[src/rtl/gpp_calc_iter_unit.sv]
// Iterative MUL / FACT / POW coprocessor for the gpp_calc core.
// One shift-add multiplier step per cycle; result and flags held between operations.
module gpp_calc_iter_unit #(
   parameter int WIDTH = 16,
   parameter int OPW   = 9
) (
   input  logic             clk,
   input  logic             rst,
   input  logic             start,
   input  logic             abort,
   input  logic [1:0]       op,
   input  logic [OPW-1:0]   opa,
   input  logic [OPW-1:0]   opb,
   output logic             busy,
   output logic             done,
   output logic [WIDTH-1:0] result,
   output logic [3:0]       flags,
   output logic             err
);

   localparam int BW = (WIDTH > 1) ? $clog2(WIDTH) : 1;

   localparam logic [2:0] S_IDLE = 3'd0;
   localparam logic [2:0] S_LOAD = 3'd1;
   localparam logic [2:0] S_MUL  = 3'd2;
   localparam logic [2:0] S_NEXT = 3'd3;
   localparam logic [2:0] S_DONE = 3'd4;

   localparam logic [1:0] OP_MUL  = 2'd0;
   localparam logic [1:0] OP_FACT = 2'd1;
   localparam logic [1:0] OP_POW  = 2'd2;
   localparam logic [1:0] OP_ILL  = 2'd3;

   logic [2:0]       state, state_n;
   logic [1:0]       op_r;
   logic [OPW-1:0]   opa_r, opb_r;
   logic [WIDTH-1:0] acc, acc_n;
   logic [WIDTH-1:0] fac, fac_n;
   logic [OPW-1:0]   cnt, cnt_n;
   logic             csticky, csticky_n;
   logic [BW-1:0]    bit_cnt;
   logic [WIDTH-1:0] hi, lo;
   logic [WIDTH:0]   sum;

   function automatic logic [3:0] calc_flags(input logic [WIDTH-1:0] a, input logic c);
      calc_flags = {(a == '0), a[WIDTH-1], c, c | a[WIDTH-1]};
   endfunction

   assign busy = (state != S_IDLE);
   assign done = (state == S_DONE);

   // {hi, lo} is the 2*WIDTH product; lo starts as the multiplier and shifts out LSB first.
   assign sum = {1'b0, hi} + (lo[0] ? {1'b0, acc} : '0);

   always_comb begin
      state_n   = state;
      acc_n     = acc;
      fac_n     = fac;
      cnt_n     = cnt;
      csticky_n = csticky;
      case (state)
         S_IDLE: if (start) state_n = S_LOAD;
         S_LOAD: begin
            csticky_n = 1'b0;
            case (op_r)
               OP_MUL: begin
                  acc_n = WIDTH'(opa_r);
                  fac_n = WIDTH'(opb_r);
                  cnt_n = OPW'(1);
               end
               OP_FACT: begin
                  acc_n = WIDTH'(1);
                  fac_n = WIDTH'(2);
                  cnt_n = (opa_r <= OPW'(1)) ? '0 : opa_r - OPW'(1);
               end
               OP_POW: begin
                  acc_n = WIDTH'(1);
                  fac_n = WIDTH'(opa_r);
                  cnt_n = opb_r;
               end
               default: begin
                  acc_n = '0;
                  fac_n = '0;
                  cnt_n = '0;
               end
            endcase
            state_n = (cnt_n != '0) ? S_MUL : S_DONE;
         end
         S_MUL: if (bit_cnt == BW'(WIDTH - 1)) state_n = S_NEXT;
         S_NEXT: begin
            acc_n     = lo;
            csticky_n = csticky | (hi != '0);
            cnt_n     = cnt - OPW'(1);
            if (op_r == OP_FACT) fac_n = fac + WIDTH'(1);
            state_n   = (cnt_n != '0) ? S_MUL : S_DONE;
         end
         S_DONE: state_n = S_IDLE;
         default: state_n = S_IDLE;
      endcase
      if (abort && state != S_IDLE) state_n = S_IDLE;
   end

   always_ff @(posedge clk) begin
      if (rst) begin
         state  <= S_IDLE;
         result <= '0;
         flags  <= '0;
         err    <= 1'b0;
      end else begin
         state <= state_n;
         // Outputs load on entry to DONE so they are valid in the done cycle.
         if (state_n == S_DONE && state != S_DONE) begin
            result <= acc_n;
            flags  <= calc_flags(acc_n, csticky_n);
            err    <= (op_r == OP_ILL);
         end
      end
   end

   always_ff @(posedge clk) begin
      acc     <= acc_n;
      fac     <= fac_n;
      cnt     <= cnt_n;
      csticky <= csticky_n;
      if (state == S_IDLE && start) begin
         op_r  <= op;
         opa_r <= opa;
         opb_r <= opb;
      end
      if (state_n == S_MUL && state != S_MUL) begin
         hi      <= '0;
         lo      <= fac_n;
         bit_cnt <= '0;
      end else if (state == S_MUL) begin
         hi      <= sum[WIDTH:1];
         lo      <= {sum[0], lo[WIDTH-1:1]};
         bit_cnt <= bit_cnt + BW'(1);
      end
   end

endmodule

[config.mk]
export PLATFORM = sky130hd
export DESIGN_NAME = gpp_calc_iter_unit
export DESIGN_NICKNAME = d
export VERILOG_FILES = /design/src/rtl/gpp_calc_iter_unit.sv
export SDC_FILE = /design/constraint.sdc
export NUM_CORES = 1
export LEC_CHECK = 0
export CAP_MARGIN = 20
export CORE_MARGIN = 2
export CORE_UTILIZATION = 45
export DETAILED_ROUTE_END_ITERATION = 7
export PLACE_DENSITY = 0.72
export RECOVER_POWER = 50
export SLEW_MARGIN = 20
export SYNTH_ARGS = -nofsm -noshare
export SYNTH_HDL_FRONTEND = slang
export SYNTH_SLANG_ARGS = --single-unit
[constraint.sdc]
create_clock -name clk -period 6.8 [get_ports clk]
set_input_delay 1.7 -clock clk [delete_from_list [all_inputs] [get_ports clk]]
set_output_delay 1.7 -clock clk [all_outputs]
set_load 0.01 [all_outputs]
== Word level (Yosys, flattened, before mapping) ==
Cells that the tools add are included.
Word-level totals
  flip-flop bits (word level): 122
  input bits: 24
  logic and storage cells: 67
Cells by class
  add/sub/neg operators: 5
  magnitude comparators: 1
  eq/ne operators: 12
  muxes and demuxes: 19
  bitwise logic cells: 2
  reduce and logical (&&, ||, !) cells: 14
Operators with widths (count)
  16-bit 2-to-1 mux: 4
  16-bit one-hot mux with 2 select lines: 2
  9-bit one-hot mux with 3 select lines: 2
  9-bit one-hot mux with 2 select lines: 2
  9-bit 2-to-1 mux: 2
  9-bit nonzero test: 2
  9-bit by 1-bit subtractor with 9-bit output, second input constant: 2
  16-bit by 16-bit adder with 17-bit output: 1
  16-bit by 1-bit adder with 16-bit output, second input constant: 1
  16-bit logical NOT: 1
  16-bit nonzero test: 1
  3-bit 2-to-1 mux: 5
  3-bit one-hot mux with 4 select lines: 1
  3-bit by 2-bit == test with 1-bit output, second input constant: 3
  9-bit by 1-bit less-or-equal comparator with 1-bit output, second input constant: 1
  3-bit == test, second input constant: 2
  4-bit by 1-bit adder with 4-bit output, second input constant: 1
  2-bit == test, second input constant: 2
  4-bit == test, second input constant: 1
  1-bit logical AND: 4
  2-bit nonzero test: 2
  3-bit by 1-bit == test with 1-bit output, second input constant: 1
  3-bit logical NOT: 1
  3-bit by 2-bit inequality test with 1-bit output, second input constant: 1
  7 further kinds: 8

== Longest topological paths before layout ==
Gate-level depths: netlist (run 1).
  word-level depth: 11
  gate-level depth with buffers: 12

== Least setup slack after synthesis (run 1) ==
OpenSTA, ideal clock, no wires.
  kind: input port to flip-flop
  start: input start
  end: register lo[10] (data pin)
  setup time: 260 ps
  data arrival time: 3424 ps
  required time: 6540 ps
  slack: 3115 ps
  cell stages on the path: 5
  path buffers: 1
  cells stage by stage: inv_1 > nor2_1 > nor4_4 > buf_6 > mux2_4
Between the ends
  word-level cells in the longest chain between the ends: 6
RTL lines
  start, declared: line 9  | input logic start,
  3-bit 2-to-1 mux: line 62  | S_IDLE: if (start) state_n = S_LOAD;
  3-bit one-hot mux with 4 select lines: line 61  | case (state)
  3-bit 2-to-1 mux: line 100  | if (abort && state != S_IDLE) state_n = S_IDLE;
  3-bit by 2-bit == test with 1-bit output: line 130  | if (state_n == S_MUL && state != S_MUL) begin
  1-bit logical AND: line 130
  16-bit 2-to-1 mux: line 130
  end signal, assigned: line 132  | lo <= fac_n;
  end signal, assigned: line 136  | lo <= {sum[0], lo[WIDTH-1:1]};
  end, declared: line 42  | logic [WIDTH-1:0] hi, lo;
Every way passes these cells.
A chain may end at the register's enable or synchronous reset.

== Worst setup path in the final report (run 1) ==
  start: register state[2]
  end: register lo[14] (data pin)
Between the ends
  elaborated cells between the ends (all ways): 15
  classes of those cells: eq/ne (5); mux (6); reduce/logical (4)
RTL lines
  start, declared: line 34  | logic [2:0] state, state_n;
  start signal, assigned: line 110  | state <= state_n;
  3-bit by 2-bit == test with 1-bit output / 3-bit by 1-bit == test with 1-bit output (equally long branches): line 61
  16-bit one-hot mux with 2 select lines *: line 61
  named net fac_n[14]: line 38  | logic [WIDTH-1:0] fac, fac_n;
  16-bit 2-to-1 mux *: line 130
The timed path passes the listed nets; every way through them passes the cells marked *.

==> results.cfg, run 1 <==
[outcome]
outcome = finished, violations left
violations = capacitance limit, slew limit

[worst_setup_path]
slowest_stage = clkbuf_1
cp_top_family = buffers and inverters
timing.reg2reg.setup_slack_ps = 2780
crit_type = register to register
r2r_cells = 8
start_kind = register
reg2reg_from = state[2]
path_max_fanout = 32
r2r_end = lo[14]
crit_path_end_kind = register
crit_top_cell = clkbuf_1
required_ps = 7080
cp_num_buf_inv = 3
crit_chain = nand2b_1 -> clkbuf_1 -> inv_1 -> clkbuf_1 -> nand4_1 -> or3_1 -> a21oi_1 -> mux2_4
crit_arrival_ps = 4300
slowest_delay_ps = 1160

[floorplanning]
ios = 47
die_w_um = 124
initial_core_util_pct = 46.5
coreArea_um2 = 14000
num_rows = 43
die_h_um = 124
dieArea_um2 = 15400

[logic_synthesis]
ys.flop_type = dfxtp_1
async_reset_ff_share_pct = 0
synth_area_leaders = dfxtp_1 (23%), edfxtp_1 (21%), ha_1 (5.0%), a21oi_1 (3.3%), nand2_1 (3.2%)
yosys.area.top_type_share_pct = 23.4
synth_edf_count = 45
synth_common_cells = dfxtp_1 (76), nand2_1 (56), edfxtp_1 (45)
yosysSeqAreaShare_pct = 44.2
yosysTopAreaCell = dfxtp_1
syn_inst = 670
synthesis.area_um2 = 6510
syn-mean-instance-area_um2 = 9.71
synth_seq_cells = 121
synth_fp_nets = 721
ys_types = 74
ys.warnings.count = 0
synth_most_common_cell = dfxtp_1

[drt]
wl_per_cell_um = 18.1
routed-via-count = 5363
drt_wl_total_mm = 16.2
ant_nets = 0
routed_via_density = 5.99
drt_first_iter_violations = 471
drc = 0
drtPass1Iterations = 6

[power]
intPower_w = 0.00157
p_per_area_nw_per_um2 = 277
pwr-share-seq_pct = 42.2
p_clk_share_pct = 43.5
p_sw_share_pct = 25.9
comb_power_share_pct = 14.3
p_leak_nw = 2.93
ir_drop_mv = 0.189
switching_power_w = 0.000551

[timing]
setup_viol = 0
clock-skew-final_ps = 13.9
fmax_ghz = 0.249
finalCritPeriodShare_pct = 59.1
fin_tns_setup_ps = 0
hold_violations = 0
slew_headroom_pct = -5.00
worst_pin_slew_ps = 1570
holdWs_ps = 486
min_period_ps = 4020
drv_slew = 33
rsz0062_at_grt = false

[cts]
tritoncts = yes
holdBufCountCts = 0
clk_pin_slew_ps = 50
clock-sinks = 121
clk_latency_ps = 420
ctsRootBufferMaster = clkbuf_16
cts_made_buffers = 17
htree_levels = 4
cts_resized = 0
postCtsSetupBuffers = 0
clk_path_buf_depth = 2

[grt]
grt_max_degree = 44
antenna_found_initial = 1
grt_pass1_wl_mm = 26.8
overflow = 0
grt_pass1_vias = 5380
grt_usage_pct = 21.4

[min_path]
hold_end = bit_cnt[1]
min-delay-start = bit_cnt[1]
hold_path_class = register to register
hold_depth = 2

[cells_and_area]
diodes = 0
fin_nets = 754
fin_cells = 896
layout-drive-gt1-share_pct = 10.6
seq_area_um2 = 2870
fillers = 1229
area_growth_pct = 17.8
multi_input_area_um2 = 3330

[job]
max_cap_violations = 1

[placement]
place_congestion = 0.882
detailed_place_hpwl_mm = 11.6
place_inst = 863
portBuffers = 46
layer usage:
| layer | wire length, um | vias up | track usage, % |
|---|---|---|---|
| li1 | - | 2559 | - |
| met2 | 7760 | 193 | 34.8 |
| met4 | 541 | 0 | 8.86 |
| met3 | 1030 | 43 | 6.63 |
| met1 | 6910 | 2568 | 26.3 |
| met5 | 0 | - | 0 |
stage by stage:
| step | worst slack (ps) | power (W) | util, % | instance area, um2 |
|---|---|---|---|---|
| 5_1_grt | 2480 | 0.00222 | 54.8 | 7660 |
| 3_5_place_dp | 2820 | 0.00121 | 50.4 | 7050 |
| 3_3_place_gp | 2920 | 0.00119 | 50.4 | 7050 |
| 4_1_cts | 3020 | 0.00213 | 54.7 | 7650 |
| 2_1_floorplan | 3120 | 0.00111 | - | 6510 |
| 6_report | 2780 | 0.00212 | 54.8 | 7660 |
worst min-delay path: stages, from the launching register on:
cell	delay, ps
dfxtp_1	320
nand2_1	60
o21ai_0	60
power groups by stage:
stage	sequential [W]	combinational (W)	clock (W)
final	0.000895	0.000304	0.000924
after global placement	0.000902	0.000293	0
after detailed placement	0.000906	0.000302	0
after CTS	0.000892	0.000304	0.000932
after floorplan	0.000883	0.000224	0
after global routing	0.000902	0.000338	0.000975
registers in the layout, indices dropped and copies added, names as in the netlist:
register / cells
opa_r: 9
op_r: 2
fac: 16
result: 15
csticky: 1
lo: 16
opb_r: 9
cnt: 9
hi: 16
err: 1
bit_cnt: 4
state: 3
flags: 4
acc: 16
logic make-up after synthesis:
logic type               Yosys count  synth area share, %
AND/OR/NAND/NOR                  212                 17.7
AO/OA/AOI/OAI                    196                 20.9
flip-flops                       121                 44.2
buffers and inverters             72                 5.02
adder cells (fa/ha/maj)           27                 5.31
XOR/XNOR                          23                 3.10
multiplexers                      19                 3.81
layout make-up:
class	count	area share (%)
clock inverters	9	1.53
multi-input cells	477	43.4
clock buffers	23	6.38
repair buffers	53	6.64
well taps	180	2.94
inverters	33	1.62
flip-flops and latches	121	37.5
how the worst max path moves through the flow:
stage	startpoint	depth (start not counted)	endpoint
floorplan	start	5	lo[10]
global placement	abort	6	flags[0]
detailed placement	abort	6	flags[0]
CTS	opa_r[2]	7	flags[0]
global route	state[2]	10	flags[3]
finish	state[2]	8	lo[14]
placed cells by master (no fill, tap or decap), types with 21 or more instances in the layout:
cell type / instances
o21ai_0: 32
clkdlybuf4s50_1: 24
o22ai_1: 21
nor2_1: 36
nand2_1: 56
edfxtp_1: 45
inv_1: 32
a21oi_1: 43
dlygate4sd3_1: 22
ha_1: 26
dfxtp_1: 76
Power figures use the tool's default switching activity.
==> run 2: changes to the inputs <==
- clock period: 6.8 -> 4 ns (I/O delays scaled with it)
==> results.cfg, run 2 (synthesized netlist as in run 1, its figures left out) <==
[worst_setup_path]
crit_arrival_ps = 3670
crit_chain = nand2b_1 -> clkbuf_1 -> inv_1 -> nand2_1 -> nor3_4 -> buf_4 -> or4b_2 -> o31ai_1
start_kind = register
required_ps = 4320
path_max_fanout = 34
reg2reg_from = state[2]
crit_path_end_kind = register
crit_type = register to register
r2r_cells = 8
cp_num_buf_inv = 3
slowest_delay_ps = 950
cp_top_family = simple AND/OR/NAND/NOR gates
timing.reg2reg.setup_slack_ps = 650
slowest_stage = clkbuf_1
r2r_end = result[1]

[min_path]
hold_depth = 2
min-delay-start = flags[3]
hold_end = flags[3]
hold_path_class = register to register

[placement]
portBuffers = 46
placed_area_um2 = 7070
place_inst = 867
detailed_place_hpwl_mm = 12.0
place_congestion = 0.882

[cts]
clock-sinks = 121
cts_resized = 0
postCtsSetupBuffers = 0
clk_latency_ps = 420
holdBufCountCts = 0
htree_levels = 4
cts_made_buffers = 17
clk_pin_slew_ps = 50
tritoncts = yes
ctsRootBufferMaster = clkbuf_16
clk_path_buf_depth = 2

[outcome]
outcome = finished, final reports clean

[drt]
routed_via_density = 5.86
drt_wl_total_mm = 16.3
ant_nets = 0
routed-via-count = 5270
drc = 0
drtPass1Iterations = 6
drt_first_iter_violations = 359
wl_per_cell_um = 18.2

[grt]
grt_usage_pct = 21.2
grt.met3_usage_pct = 4.91
grt_util_met1_pct = 27.2
overflow = 0
grt_pass1_wl_mm = 26.4
grt.busiest_layer = met2
met2_usage_pct = 34.7
grt_max_degree = 37
antenna_found_initial = 0
grt_pass1_vias = 5144

[job]
max_cap_violations = 0

[timing]
hold_violations = 0
min_period_ps = 3350
fmax_ghz = 0.299
worst_pin_slew_ps = 1310
clock-skew-final_ps = 6.72
rsz0062_at_grt = false
slew_headroom_pct = 12.9
setup_viol = 0
fin_tns_setup_ps = 0
finalCritPeriodShare_pct = 83.7
holdWs_ps = 472
drv_slew = 0

[cells_and_area]
layout-drive-gt1-share_pct = 11.7
fin_nets = 757
fin_cells = 899
diodes = 0
area_growth_pct = 17.7
final_cell_mix = dfxtp_1 (76), nand2_1 (56), edfxtp_1 (45)
layout_commonest_cell = dfxtp_1
fillers = 1241
design_area_um2 = 7660

[floorplanning]
initial_core_util_pct = 46.5
die_h_um = 124
die_w_um = 124
coreArea_um2 = 14000
dieArea_um2 = 15400
ios = 47
num_rows = 43

[power]
ir_drop_mv = 0.373
p_leak_nw = 3.00
p_per_area_nw_per_um2 = 463
-- run 2: changes by cell type in the layout (fill, tap and decap cells not counted), sizes merged --
cell,previous run,this run
buf,4,8
dlygate4sd3,22,38
inv,32,33
bufinv,3,0
clkbuf,26,25
clkdlybuf4s50,24,8
clkinv,6,8
-- run 2: where the power goes --
group	internal, W	total, W	switching [W]
combinational	0.000221	0.000523	0.000302
clock	0.000949	0.00151	0.000559
sequential	0.00141	0.00152	0.000105
-- run 2: cell type report --
class	instances	area, um2	share of cell area (%)
well taps	180	225	2.94
clock buffers	23	542	7.07
repair buffers	56	528	6.89
inverters	33	124	1.62
flip-flops and latches	121	2870	37.5
clock inverters	9	56.3	0.735
multi-input cells	477	3310	43.2
-- run 2: worst min-delay path, cell delays in order, from the launching register on --
cell     delay (ps)
dfxtp_1         300
nand2_1          50
mux2i_1          60
-- run 2: stage by stage --
| stage | worst slack, ps | util, % | power, W |
|---|---|---|---|
| global route | 356 | 54.7 | 0.00369 |
| finish | 654 | 54.7 | 0.00355 |
| global placement | 863 | 50.5 | 0.00204 |
| CTS | 770 | 54.8 | 0.00357 |
| floorplan | 858 | - | 0.00188 |
| detailed placement | 799 | 50.5 | 0.00206 |
-- run 2: how the worst max path moves through the flow --
stage                      to  startpoint  slack, ps  depth (start not counted)
floorplan               lo[0]      cnt[3]        860                          7
finish              result[1]    state[2]        650                          8
detailed placement     lo[10]    opa_r[2]        800                          8
global placement       lo[10]    opa_r[2]        860                          8
CTS                    lo[10]    opa_r[2]        770                          8
global route        result[1]    state[2]        360                          8
-- run 2: layer usage --
metal	vias to the layer above	wire length [um]	share of wire [%]
met3	30	672	4.1
li1	2560	-	-
met4	0	443	2.7
met1	2534	7290	45
met2	146	7910	48
met5	-	0	0
==> run 3: changes to the inputs <==
- clock period: 4 -> 3.5 ns (I/O delays scaled with it)
==> results.cfg, run 3 (synthesized netlist as in run 1, its figures left out) <==
[cts]
cts_made_buffers = 17
holdBufCountCts = 0
cts_resized = 0
clock-sinks = 121
tritoncts = yes
postCtsSetupBuffers = 0
clk_latency_ps = 410
clk_pin_slew_ps = 50
clk_path_buf_depth = 2
ctsRootBufferMaster = clkbuf_16
htree_levels = 4

[timing]
setup_viol = 0
fmax_ghz = 0.318
worst_pin_slew_ps = 1090
finalCritPeriodShare_pct = 89.8
drv_slew = 0
slew_headroom_pct = 27.2
timing.final.ws_setup_ps = 358
min_period_ps = 3140
clock-skew-final_ps = 11.4
holdWs_ps = 482
hold_violations = 0
fin_tns_setup_ps = 0
rsz0062_at_grt = false

[grt]
grt_usage_pct = 21.6
grt_pass1_vias = 5354
overflow = 0
grt_pass1_wl_mm = 26.9
grt_max_degree = 43
antenna_found_initial = 0

[floorplanning]
die_h_um = 124
initial_core_util_pct = 46.5
dieArea_um2 = 15400
num_rows = 43
coreArea_um2 = 14000
ios = 47
die_w_um = 124

[drt]
routed-via-count = 5419
drt_wl_total_mm = 17.0
wl_per_cell_um = 18.7
drt_first_iter_violations = 463
drtPass1Iterations = 6
routed_via_density = 5.96
ant_nets = 0
drc = 0

[min_path]
hold_depth = 2
hold_path_class = register to register

[power]
ir_drop_mv = 0.460
p_leak_nw = 3.02
finalPower_w = 0.00409
p_per_area_nw_per_um2 = 530

[placement]
portBuffers = 46
detailed_place_hpwl_mm = 12.4
place_congestion = 0.903
pre_cts_slack_ps = 394

[cells_and_area]
final_cell_mix = dfxtp_1 (76), nand2_1 (56), edfxtp_1 (45)
multi_input_area_um2 = 3310
layout-drive-gt1-share_pct = 11.9
diodes = 0
fillers = 1227
fin_nets = 768
seq_area_um2 = 2870
area_growth_pct = 18.6
layout_commonest_cell = dfxtp_1

[worst_setup_path]
path_max_fanout = 8
cp_top_family = simple AND/OR/NAND/NOR gates
crit_path_end_kind = register
slowest_stage = nor3_1
r2r_cells = 10
required_ps = 3660
start_kind = register
crit_type = register to register
cp_num_buf_inv = 2
crit_arrival_ps = 3300
cp.depth = 10
crit_chain = inv_1 -> ha_1 -> clkbuf_1 -> nand4_1 -> nor3_1 -> and4_1 -> nand4_1 -> xor2_1 -> nor2_1 -> mux2_4
crit_top_cell = nand4_1
slowest_delay_ps = 450

[outcome]
outcome = finished, final reports clean

[job]
max_cap_violations = 0
[run 3: cell types whose count changed in the layout (fill, tap and decap cells not counted), moves of 4 or more]
| cell | before | now |
|---|---|---|
| clkdlybuf4s50_1 | 8 | 12 |
| clkbuf_1 | 2 | 7 |
| buf_4 | 8 | 17 |
| dlygate4sd3_1 | 38 | 34 |
[run 3: layer usage]
| metal | part of all wire (%) | vias up | track usage [%] | routed length [um] |
|---|---|---|---|---|
| met5 | 0 | - | 0 | 0 |
| met2 | 51 | 167 | 37.9 | 8610 |
| met4 | 2.1 | 0 | 7.14 | 357 |
| met1 | 43 | 2632 | 26.0 | 7230 |
| met3 | 4.5 | 36 | 5.16 | 767 |
| li1 | - | 2584 | - | - |
[run 3: worst paths after layout]
kind	slack, ps	from	end
worst max-delay path	360	op_r[1]	lo[13]
worst max register to register	360	op_r[1]	lo[13]
worst min-delay path	480	hi[3]	hi[3]
worst min register to register	480	hi[3]	hi[3]
[run 3: metrics by stage]
| stage | util [%] | area, um2 | std cells |
|---|---|---|---|
| 3_3_place_gp | 51.1 | 7150 | 878 |
| 5_1_grt | 55.2 | 7710 | 909 |
| 3_5_place_dp | 51.1 | 7150 | 878 |
| 4_1_cts | 55.3 | 7730 | 909 |
| 6_report | 55.2 | 7710 | 909 |
| 2_1_floorplan | - | 6510 | 670 |
[run 3: worst reg2reg max path: stages, from the launching register on]
cell and delay (ps):
edfxtp_1 420, inv_1 100, ha_1 310, clkbuf_1 330, nand4_1 330, nor3_1 450
and4_1 330, nand4_1 130, xor2_1 150, nor2_1 70, mux2_4 250
[run 3: cell type report]
class                   count  share of cell area (%)
clock inverters             9                    1.61
multi-input cells         477                    42.9
repair buffers             67                    7.83
inverters                  33                    1.61
flip-flops and latches    121                    37.2
clock buffers              22                    5.89
well taps                 180                    2.92
[run 3: power by group]
group	internal, W	switching, W	leakage (nW)	total, W
registers	0.00161	0.000114	1.05	0.00173
clock network	0.00113	0.000607	0.279	0.00173
logic	0.000265	0.000364	1.70	0.000628
